### src/rtl/mem_ctrl_pkg.sv
// Shared definitions for the data-memory request controller.
// Used by mem_ctrl, the CPU load/store unit and the bench.
//   mem_ctrl_state_e : controller FSM states
//   MEM_ADDR_W / MEM_DATA_W / MEM_DEPTH : default memory geometry (32x8)
package mem_ctrl_pkg;

    typedef enum logic [1:0] {
        IDLE,
        RD_WAIT,
        RESP
    } mem_ctrl_state_e;

    localparam int unsigned MEM_ADDR_W = 5;
    localparam int unsigned MEM_DATA_W = 8;
    localparam int unsigned MEM_DEPTH  = 32;

endpackage

### src/rtl/mem_ctrl.sv
// Request/response front-end for the synchronous data memory (MEM).
// Accepts one load/store at a time over valid/ready, range-checks the
// address, drives MEM directly and returns exactly one registered response.
//
// Ports:
//   clk, rst                 clock, synchronous active-high reset
//   req_valid/req_ready      request handshake
//   req_we                   1 = store, 0 = load
//   req_addr, req_wdata      word address, store data
//   rsp_valid/rsp_ready      response handshake
//   rsp_rdata                load data (0 for stores and errors)
//   rsp_err                  address out of range (addr >= DEPTH)
//   mem_en/mem_we/mem_addr/mem_din  MEM drive
//   mem_dout                 MEM read data, valid the cycle after a read
module mem_ctrl
    import mem_ctrl_pkg::*;
#(
    parameter int unsigned ADDR_W = MEM_ADDR_W,
    parameter int unsigned DATA_W = MEM_DATA_W,
    parameter int unsigned DEPTH  = MEM_DEPTH
) (
    input  logic              clk,
    input  logic              rst,
    input  logic              req_valid,
    output logic              req_ready,
    input  logic              req_we,
    input  logic [ADDR_W-1:0] req_addr,
    input  logic [DATA_W-1:0] req_wdata,
    output logic              rsp_valid,
    input  logic              rsp_ready,
    output logic [DATA_W-1:0] rsp_rdata,
    output logic              rsp_err,
    output logic              mem_en,
    output logic              mem_we,
    output logic [ADDR_W-1:0] mem_addr,
    output logic [DATA_W-1:0] mem_din,
    input  logic [DATA_W-1:0] mem_dout
);

    // One extra bit so DEPTH == 2**ADDR_W is representable.
    localparam logic [ADDR_W:0] DEPTH_L = (ADDR_W+1)'(DEPTH);

    mem_ctrl_state_e   state, state_d;
    logic [DATA_W-1:0] rdata_d;
    logic              err_d;
    logic              acc;
    logic              in_range;

    assign in_range  = ({1'b0, req_addr} < DEPTH_L);
    assign req_ready = (state == IDLE) & ~rst;
    assign acc       = req_valid & req_ready;

    // MEM is driven straight from the accepted request, so a store
    // commits on the same edge that accepts it.
    assign mem_en    = acc & in_range;
    assign mem_we    = mem_en & req_we;
    assign mem_addr  = req_addr;
    assign mem_din   = req_wdata;

    assign rsp_valid = (state == RESP);

    always_ff @(posedge clk) begin
        if (rst) begin
            state     <= IDLE;
            rsp_rdata <= '0;
            rsp_err   <= 1'b0;
        end else begin
            state     <= state_d;
            rsp_rdata <= rdata_d;
            rsp_err   <= err_d;
        end
    end

    always_comb begin
        state_d = state;
        rdata_d = rsp_rdata;
        err_d   = rsp_err;
        case (state)
            IDLE: begin
                if (acc) begin
                    if (!in_range) begin
                        state_d = RESP;
                        rdata_d = '0;
                        err_d   = 1'b1;
                    end else if (req_we) begin
                        state_d = RESP;
                        rdata_d = '0;
                        err_d   = 1'b0;
                    end else begin
                        state_d = RD_WAIT;
                    end
                end
            end
            RD_WAIT: begin
                // MEM dout is valid now, one cycle after the read enable.
                state_d = RESP;
                rdata_d = mem_dout;
                err_d   = 1'b0;
            end
            RESP: begin
                if (rsp_ready) state_d = IDLE;
            end
            default: state_d = IDLE;
        endcase
    end

    a_en_only_idle: assert property (@(posedge clk) disable iff (rst)
        mem_en |-> (state == IDLE));
    a_resp_valid: assert property (@(posedge clk) disable iff (rst)
        !rsp_valid |-> (state != RESP));

endmodule

### config.mk
export PLATFORM = sky130hd
export DESIGN_NAME = mem_ctrl
export DESIGN_NICKNAME = d
export VERILOG_FILES = /design/src/rtl/mem_ctrl_pkg.sv /design/src/rtl/mem_ctrl.sv
export SDC_FILE = /design/constraint.sdc
export NUM_CORES = 1
export LEC_CHECK = 0
export BUFFER_PORTS_ARGS = -buffer_cell sky130_fd_sc_hd__buf_2
export CORE_MARGIN = 1.5
export CORE_UTILIZATION = 34
export CTS_BUF_LIST = sky130_fd_sc_hd__clkbuf_8
export DETAILED_ROUTE_END_ITERATION = 10
export PLACE_DENSITY = 0.88
export SYNTH_ARGS = -nofsm -noshare
export SYNTH_HDL_FRONTEND = slang
export SYNTH_SLANG_ARGS = --single-unit
export TNS_END_PERCENT = 100
### constraint.sdc
create_clock -name clk -period 1.28 [get_ports clk]
set_input_delay 0 -clock clk [delete_from_list [all_inputs] [get_ports clk]]
set_output_delay 0 -clock clk [all_outputs]
set_load 0.01 [all_outputs]
# Word-level counts from Yosys, hierarchy flattened
# Index checks and enable logic that the tools add are counted.
dict set report word_totals {
  register_bits 11
  input_bits 26
  wordCells 26
}
dict set report classes {
  eq_ne 5
  mux 10
  bitwise 4
  n_reduce_logical 4
}
# op n
set ops {}
lappend ops {{2-to-1 mux 8 bit} 2}
lappend ops {{one-hot mux 8 bit (2 select lines)} 1}
lappend ops {{2-to-1 mux 2 bit} 3}
lappend ops {{one-hot mux 2 bit (3 select lines)} 1}
lappend ops {{inequality test 2 bit (second input constant)} 2}
lappend ops {{AND 1 bit} 3}
lappend ops {{AND reduction 3 bit} 1}
lappend ops {{equality test 2 x 1 -> 1 bit (second input constant)} 1}
lappend ops {{equality test 2 bit (second input constant)} 1}
lappend ops {{zero test 2 bit} 1}
lappend ops {{2-to-1 mux 1 bit} 2}
lappend ops {{inequality test 2 x 1 -> 1 bit (second input constant)} 1}
lappend ops {{one-hot mux 1 bit (2 select lines)} 1}
lappend ops {{AND reduction 2 bit} 1}
lappend ops {{nonzero test 2 bit} 1}
lappend ops {{inverter 1 bit} 1}

# Longest topological paths before layout
# Gate-level depths: netlist (run 1).
dict set report depth {
  depth_word 5
  mapped_depth 4
}

# Least setup slack after synthesis (run 1)
# Ideal clock, no wire load.
dict set report synth_path {
  path_kind {flip-flop to flip-flop}
  startpoint {register state[1]}
  endpoint {register state[0]}
  arrival_ns 0.982
  required_ns 1.222
  setup_slack_ns 0.240
  path_stages_with_launch 4
  n_path_buf 0
  period_less_slack_ns 1.040
  cell_sequence {dfxtp_1 nor3_2 and2_1 and2b_1}
}
dict set report synth_between {
  elab_chain_cells 5
}
# element line_no
set synth_rtl {}
lappend synth_rtl {{start: declaration} mem_ctrl.sv:43} ;# mem_ctrl_state_e state, state_d;
lappend synth_rtl {{start signal: assignment} mem_ctrl.sv:68} ;# state <= state_d;
lappend synth_rtl {{zero test 2 bit} mem_ctrl.sv:50} ;# assign req_ready = (state == IDLE) & ~rst;
lappend synth_rtl {{AND 1 bit} mem_ctrl.sv:50}
lappend synth_rtl {{named net req_ready} mem_ctrl.sv:25} ;# output logic req_ready,
lappend synth_rtl {{AND 1 bit} mem_ctrl.sv:51} ;# assign acc = req_valid & req_ready;
lappend synth_rtl {{named net mem_en} mem_ctrl.sv:33} ;# output logic mem_en,
lappend synth_rtl {{inequality test 2 bit (no source line)} n/a}
lappend synth_rtl {{AND reduction 2 bit (no source line)} n/a}
# The timed path passes the listed nets, and every way through them passes these cells.
# A chain may end at the register's enable or synchronous reset.

# Worst setup path after layout (run 1)
dict set report layout_path {
  startpoint {register state[1]}
  endpoint {output port mem_en}
}
dict set report layout_between {
  elab_chain_cells 3
}
# element line_no
set layout_rtl {}
lappend layout_rtl {{zero test 2 bit} mem_ctrl.sv:50}
lappend layout_rtl {{AND 1 bit} mem_ctrl.sv:50}
lappend layout_rtl {{AND 1 bit} mem_ctrl.sv:51}
lappend layout_rtl {{end: declaration} mem_ctrl.sv:33}
# Every way passes these cells.

==> metrics.md, run 1 <==
| Metric | Value |
|---|---|
| Outcome | completed |
| Vias in the first global route | between 300 and 400 |
| Worst VDD drop | about 0.56 mV |
| Total grt overflow | 0 |
| Synth cell types | 16 |
| #FFs+latches synth | 10 |
| Nets | 90 |
| Number of buffers created by CTS | 3 |
| Synth Net Count | between 70 and 80 |
| Crit. End Element | primary output |
| Unrepaired setup endpoints after global routing | no |
| CTS sink count | 10 |
| Residual DRC count | 0 |
| Avg WL per Cell | 11.6 um |
| Antenna viol nets, final | 0 |
| Leakage | 0.303 nW |
| Gr usage total | 0.112 |
| Mean area per synthesized cell | 10.6 sq um |
| Final setup fails | 0 |
| Global-route wire length before repair | 1180 um |
| Slew Viols, Final | 0 |
| Leading area contributor after synthesis | dfxtp_1 |
| Dpl hpwl | just over 700 um |
| Register Area | about 200 sq um |
| I/O pin count | 52 |
| Row cnt | 13 |
| Max Root-Sink Buffers | 2 |
| DR vias | around 370 |
| Clock transition at path regs | about 0.04 ns |
| Power density over the cells | ~1200 nW/um^2 |
| Crit-path cells | nor3_2 > and2_1 > buf_2 |
| Vias/cell | roughly 4.8 |
| Die X | about 40 um |
| Layout area overhead | 23.9% |
| CTS Root Cell | clkbuf_8 |
| Setup TNS | 0 ns |
| Peak Freq | 886 MHz |
| Initial DRC count | 7 |
| TritonRoute pass-1 iters | 4 |
| Ant. Diodes | 0 |
| Crit path DAT | about 1.1 ns |
| Share of layout cells above drive strength 1 | 0.468 |
| Max H-tree Level | 1 |
| Synth top area share | 0.421 |
| Post-route cell area | roughly 590 sq um |
| Post-DP Area | ~500 sq um |
| Final hold vios | 0 |
| Starting Density | 0.365 |
| Global placement routability congestion | 0.641 |
| WL final | 892 um |
| CTS tree | built |
| Fillers | 143 |
| Area used by multi-input combinational logic | approximately 160 sq um |
| Synth Instances | between 40 and 50 |
| Die height | about 40 um |
| Initial antenna violation count | 0 |
| Largest net degree at the start of global routing | 9 |
| Most frequent cells in the layout | buf_2 (24), dfxtp_1 (10), a22o_1 (8) |
| Crit-path slowest cell | dfxtp_1 |
| Final period util | 0.882 |
| Crit Path Category | register to primary output |
| Mapped Area | 475 sq um |
| Max_cap viols | 0 |
| Post_cts resized | 0 |
| Final min period | about 1.1 ns |
| Worst Skew | roughly 0.00046 ns |
| Crit path max fanout | 5 |
| Required @ worst endpoint | about 1.3 ns |
| Main area contributors after synthesis | dfxtp_1 (42%), buf_4 (22%), a22o_1 (15%) |
| YS warnings | 0 |
| Type of origin of the critical path | register |
| Commonest non-fill, non-tap cell in the layout | buf_2 |
| PortBufs | 24 |
| Clk Latency, worst-skew pair | 0.22 ns |
| Worst hold path class | input port to primary output |
| Seq/Total Area, Yosys | 0.421 |
| Die area | approximately 1600 sq um |
| Largest delay share family, worst path | simple AND/OR/NAND/NOR gates |
| Critical Path Max Stage Delay | between 0.3 and 0.4 ns |
| Core ar. | about 1300 sq um |
| CP bufs+invs | 1 |
path summary, 6_finish.rpt:
path,from,end,slack [ns],depth (start not counted)
max,state[1]$_SDFFE_PP0P_,mem_en,0.15,3
min reg2reg,rsp_rdata[1]$_SDFFE_PP0P_,rsp_rdata[1]$_SDFFE_PP0P_,0.47,1
min,req_wdata[4],mem_din[4],0.000004,0
max reg2reg,state[0]$_SDFFE_PP0P_,rsp_rdata[7]$_SDFFE_PP0P_,0.21,3
registers in the layout, indices dropped and copies added, names as in the netlist:
name,count
state,2
rsp_rdata,8
worst register-to-register path, cell delays in order, from the launching register on:
cell and delay [ns]:
dfxtp_1 0.33, a21oi_1 0.19, o21ba_1 0.31, a22o_1 0.18
layout make-up:
type,instances,area share
clock buffers,3,0.0701
multi-input cells,20,0.270
well taps,15,0.0318
flip-flops and latches,10,0.340
repair buffers,29,0.289
power by group:
part / total [W] / switching, W / internal (W)
combinational: 0.0000914 / 0.0000411 / 0.0000503
sequential: 0.000334 / 0.0000101 / 0.000324
clock: 0.000305 / 0.000101 / 0.000204
total: 0.000730 / 0.000152 / 0.000578
through the flow:
step	util	std cells	hold WS (ns)	total power (W)	worst slack [ns]
after detailed placement	0.383	69	0.0000686	0.000420	0.211
after global routing	0.453	77	0.0000300	0.000767	0.0915
after global placement	0.383	69	0.0000686	0.000417	0.284
after CTS	0.445	76	0.0000686	0.000737	0.132
after floorplan	-	45	0.0338	0.000427	0.240
final	0.453	77	0.00000444	0.000730	0.151
Yosys cell counts (all sizes together):
| master | n |
|---|---|
| conb | 1 |
| nor3 | 1 |
| a21oi | 1 |
| buf | 15 |
| nand2 | 1 |
| o31ai | 1 |
| and2b | 1 |
| a22o | 8 |
| dfxtp | 10 |
| nor3b | 1 |
| nor2b | 1 |
| and3 | 1 |
| o21ba | 1 |
| and2 | 1 |
| nor2 | 1 |
timing repair:
| item | in CTS | in global routing |
|---|---|---|
| buffers inserted | 0 | 0 |
| hold endpoints to repair | 4 | 1 |
| hold buffers | 4 | 1 |
routing by layer:
metal / track usage / wire [um] / part of all wire
met1: 0.120 / 345 / 0.39
met2: 0.183 / 443 / 0.50
met3: 0.0611 / 99 / 0.11
met4: 0.0417 / 2 / 0.0022
met5: 0 / 0 / 0
cells by family (layout without fill, tap and decap cells):
group | after synthesis | after routing | synth area share
AO/OA/AOI/OAI | 11 | 11 | 0.195
buffers and inverters | 15 | 32 | 0.245
flip-flops | 10 | 10 | 0.421
other | 1 | 1 | 0.00789
AND/OR/NAND/NOR | 8 | 8 | 0.132
Note: power is estimated with default switching activity, not from simulation.
==> run 2, diff against run 1 <==
--- a/config.mk
+++ b/config.mk
@@ -6,11 +6,12 @@
 export NUM_CORES = 1
 export LEC_CHECK = 0
 export BUFFER_PORTS_ARGS = -buffer_cell sky130_fd_sc_hd__buf_2
-export CORE_MARGIN = 1.5
+export CORE_MARGIN = 2
 export CORE_UTILIZATION = 34
 export CTS_BUF_LIST = sky130_fd_sc_hd__clkbuf_8
 export DETAILED_ROUTE_END_ITERATION = 10
 export PLACE_DENSITY = 0.88
+export SLEW_MARGIN = 20
 export SYNTH_ARGS = -nofsm -noshare
 export SYNTH_HDL_FRONTEND = slang
 export SYNTH_SLANG_ARGS = --single-unit
==> constraint.sdc (replaced) <==
create_clock -name clk -period 1.28 [get_ports clk]
set_input_delay 0 -clock clk [delete_from_list [all_inputs] [get_ports clk]]
set_output_delay 0 -clock clk [all_outputs]
set_load 0.02 [all_outputs]
==> run 2 against run 1 <==
Critical path depth is the same; clock power grew 26%; total power up 14%; worst hold slack about the same; via count down 0.54%; die area increased by 5.0%; worst setup slack got worse by 0.032 ns; flip-flop and latch count is the same; sequential share of layout area down 2.3 points; largest power group is now clock.
==> metrics.md, run 2 (synthesis results as in run 1) <==
| Metric | Value |
|---|---|
| Critical Path End | mem_en (unchanged) |
| Hold Slack | 0.00000881 ns (was 0.00000444 ns) |
| Row cnt | 13 (unchanged) |
| Max H-tree Level | 1 (unchanged) |
| TritonRoute pass-1 iters | 3 (was 4) |
| Unrepaired setup endpoints after global routing | no (unchanged) |
| Max reg flops | 8 (unchanged) |
| PortBufs | 24 (unchanged) |
| CTS Root Cell | clkbuf_8 (unchanged) |
| Final min period | 1.16 ns (was 1.13 ns) |
| Most frequent cells in the layout | buf_2 (24), dfxtp_1 (10), a22o_1 (8), dlygate4sd3_1 (8), clkbuf_8 (4) (was buf_2 (24), dfxtp_1 (10), a22o_1 (8)) |
| Layout area overhead | 33.2% (was 23.9%) |
| Nets | 93 (was 90) |
| Required @ worst endpoint | 1.28 ns (about the same) |
| Commonest non-fill, non-tap cell in the layout | buf_2 (unchanged) |
| Crit path max fanout | 5 (unchanged) |
| Core ar. | 1300 sq um (unchanged) |
| Die X | 41.4 um (was 40.4 um) |
| CP Depth | 3 (unchanged) |
| Register with the most flip-flops | rsp_rdata (unchanged) |
| Die height | 41.4 um (was 40.4 um) |
| Global-route wire length before repair | 1440 um (was 1180 um) |
| Initial antenna violation count | 0 (unchanged) |
| Vias/cell | 4.53 (was 4.79) |
| Final period util | 0.907 (was 0.882) |
| Worst Skew | 0.00235 ns (was 0.000458 ns) |
| Crit path DAT | 1.16 ns (was 1.13 ns) |
| Crit-path cells | nor3_2 > and2_1 > buf_2 (unchanged) |
| Max_cap viols | 0 (unchanged) |
| Power density over the cells | 1310 nW/um^2 (was 1240 nW/um^2) |
| Share of layout cells above drive strength 1 | 0.455 (was 0.468) |
| R2R cell count | 3 (unchanged) |
| CP bufs+invs | 1 (unchanged) |
| Residual DRC count | 0 (unchanged) |
| Clock transition at path regs | 0.05 ns (was 0.04 ns) |
| Final setup fails | 0 (unchanged) |
| WL final | 885 um (was 892 um) |
| DR vias | 367 (was 369) |
| Reg2reg end | rsp_rdata[6]$_SDFFE_PP0P_ (was rsp_rdata[7]$_SDFFE_PP0P_) |
| Gr usage total | 0.133 (was 0.112) |
| Worst hold path class | input port to primary output (unchanged) |
| Antenna viol nets, final | 0 (unchanged) |
| Crit-path slowest cell | dfxtp_1 (unchanged) |
| Ant. Diodes | 0 (unchanged) |
| CTS tree | built (unchanged) |
| Final hold vios | 0 (unchanged) |
| Post-CTS Setup Bufs | 0 (unchanged) |
| Peak Freq | 861 MHz (was 886 MHz) |
| CTS sink count | 10 (unchanged) |
| Post_cts resized | 0 (unchanged) |
| R2r setup slk | 0.20 ns (was 0.21 ns) |
| Starting Density | 0.365 (unchanged) |
| Worst Setup SP | state[1]$_SDFFE_PP0P_ (unchanged) |
| Outcome | completed (unchanged) |
| R2r startpoint | state[0]$_SDFFE_PP0P_ (unchanged) |
| Clk Latency, worst-skew pair | 0.23 ns (was 0.22 ns) |
| Worst VDD drop | 0.495 mV (was 0.557 mV) |
| Vias in the first global route | 361 (was 320) |
| Largest net degree at the start of global routing | 9 (unchanged) |
| Initial DRC count | 2 (was 7) |
| Cts hold-fix bufs | 8 (was 4) |
| Die area | 1710 sq um (was 1630 sq um) |
| Total grt overflow | 0 (unchanged) |
| I/O pin count | 52 (unchanged) |
| Setup TNS | 0 ns (unchanged) |
| Critical Path Max Stage Delay | 0.36 ns (was 0.37 ns) |
| Number of buffers created by CTS | 3 (unchanged) |
| Leakage | 0.323 nW (was 0.303 nW) |
| Max Root-Sink Buffers | 2 (unchanged) |
| Type of origin of the critical path | register (unchanged) |
| Largest delay share family, worst path | simple AND/OR/NAND/NOR gates (unchanged) |
| Top flop regs | rsp_rdata (8), state (2) (unchanged) |
| Crit. End Element | primary output (unchanged) |
| Slew Viols, Final | 0 (unchanged) |
| Crit Path Category | register to primary output (unchanged) |
| Dpl hpwl | 643 um (was 710 um) |
| Global placement routability congestion | 0.591 (was 0.641) |
| Avg WL per Cell | 10.9 um (was 11.6 um) |
[run 2: cell types whose count changed in the layout (fill, tap and decap cells not counted)]
cell,delta
clkbuf_8,+1
dlygate4sd3_1,+3
[run 2: power by group]
part           internal (W)  switching (W)  total, W
Sequential         0.000323      0.0000102  0.000334
Combinational     0.0000564      0.0000551  0.000111
Clock              0.000270       0.000115  0.000384
[run 2: routing by layer]
| layer | wire length (um) | GRT usage |
|---|---|---|
| met1 | 401 | 0.146 |
| met2 | 382 | 0.188 |
| met3 | 92 | 0.0638 |
| met4 | 8 | 0.121 |
| met5 | 0 | 0 |
[run 2: layout make-up]
cell class	count	area, sq um
well taps	15	18.8
clock buffers	4	55.1
fillers	131	668
multi-input cells	20	159
repair buffers	32	200
flip-flops and latches	10	200
[run 2: worst min-delay path by stage]
| stage | endpoint | startpoint | slack, ns | cells past startpoint |
|---|---|---|---|---|
| after floorplan | req_ready | rst | 0.05 | 1 |
| after global placement | mem_din[0] | req_wdata[0] | 0.0001 | 0 |
| after detailed placement | mem_din[0] | req_wdata[0] | 0.0001 | 0 |
| after CTS | mem_din[0] | req_wdata[0] | 0.0001 | 0 |
| after global routing | mem_din[1] | req_wdata[1] | 0.00005 | 0 |
| final | mem_addr[3] | req_addr[3] | 0.000009 | 0 |
[run 2: metrics by stage]
stage	setup slack [ns]	power, W	std cells	instance area [sq um]	util
2_1_floorplan	0.0244	0.000458	45	475	-
3_3_place_gp	0.294	0.000430	69	498	0.383
3_5_place_dp	0.220	0.000433	69	498	0.383
4_1_cts	0.0972	0.000842	81	633	0.487
5_1_grt	0.0159	0.000873	81	633	0.487
6_report	0.119	0.000829	81	633	0.487
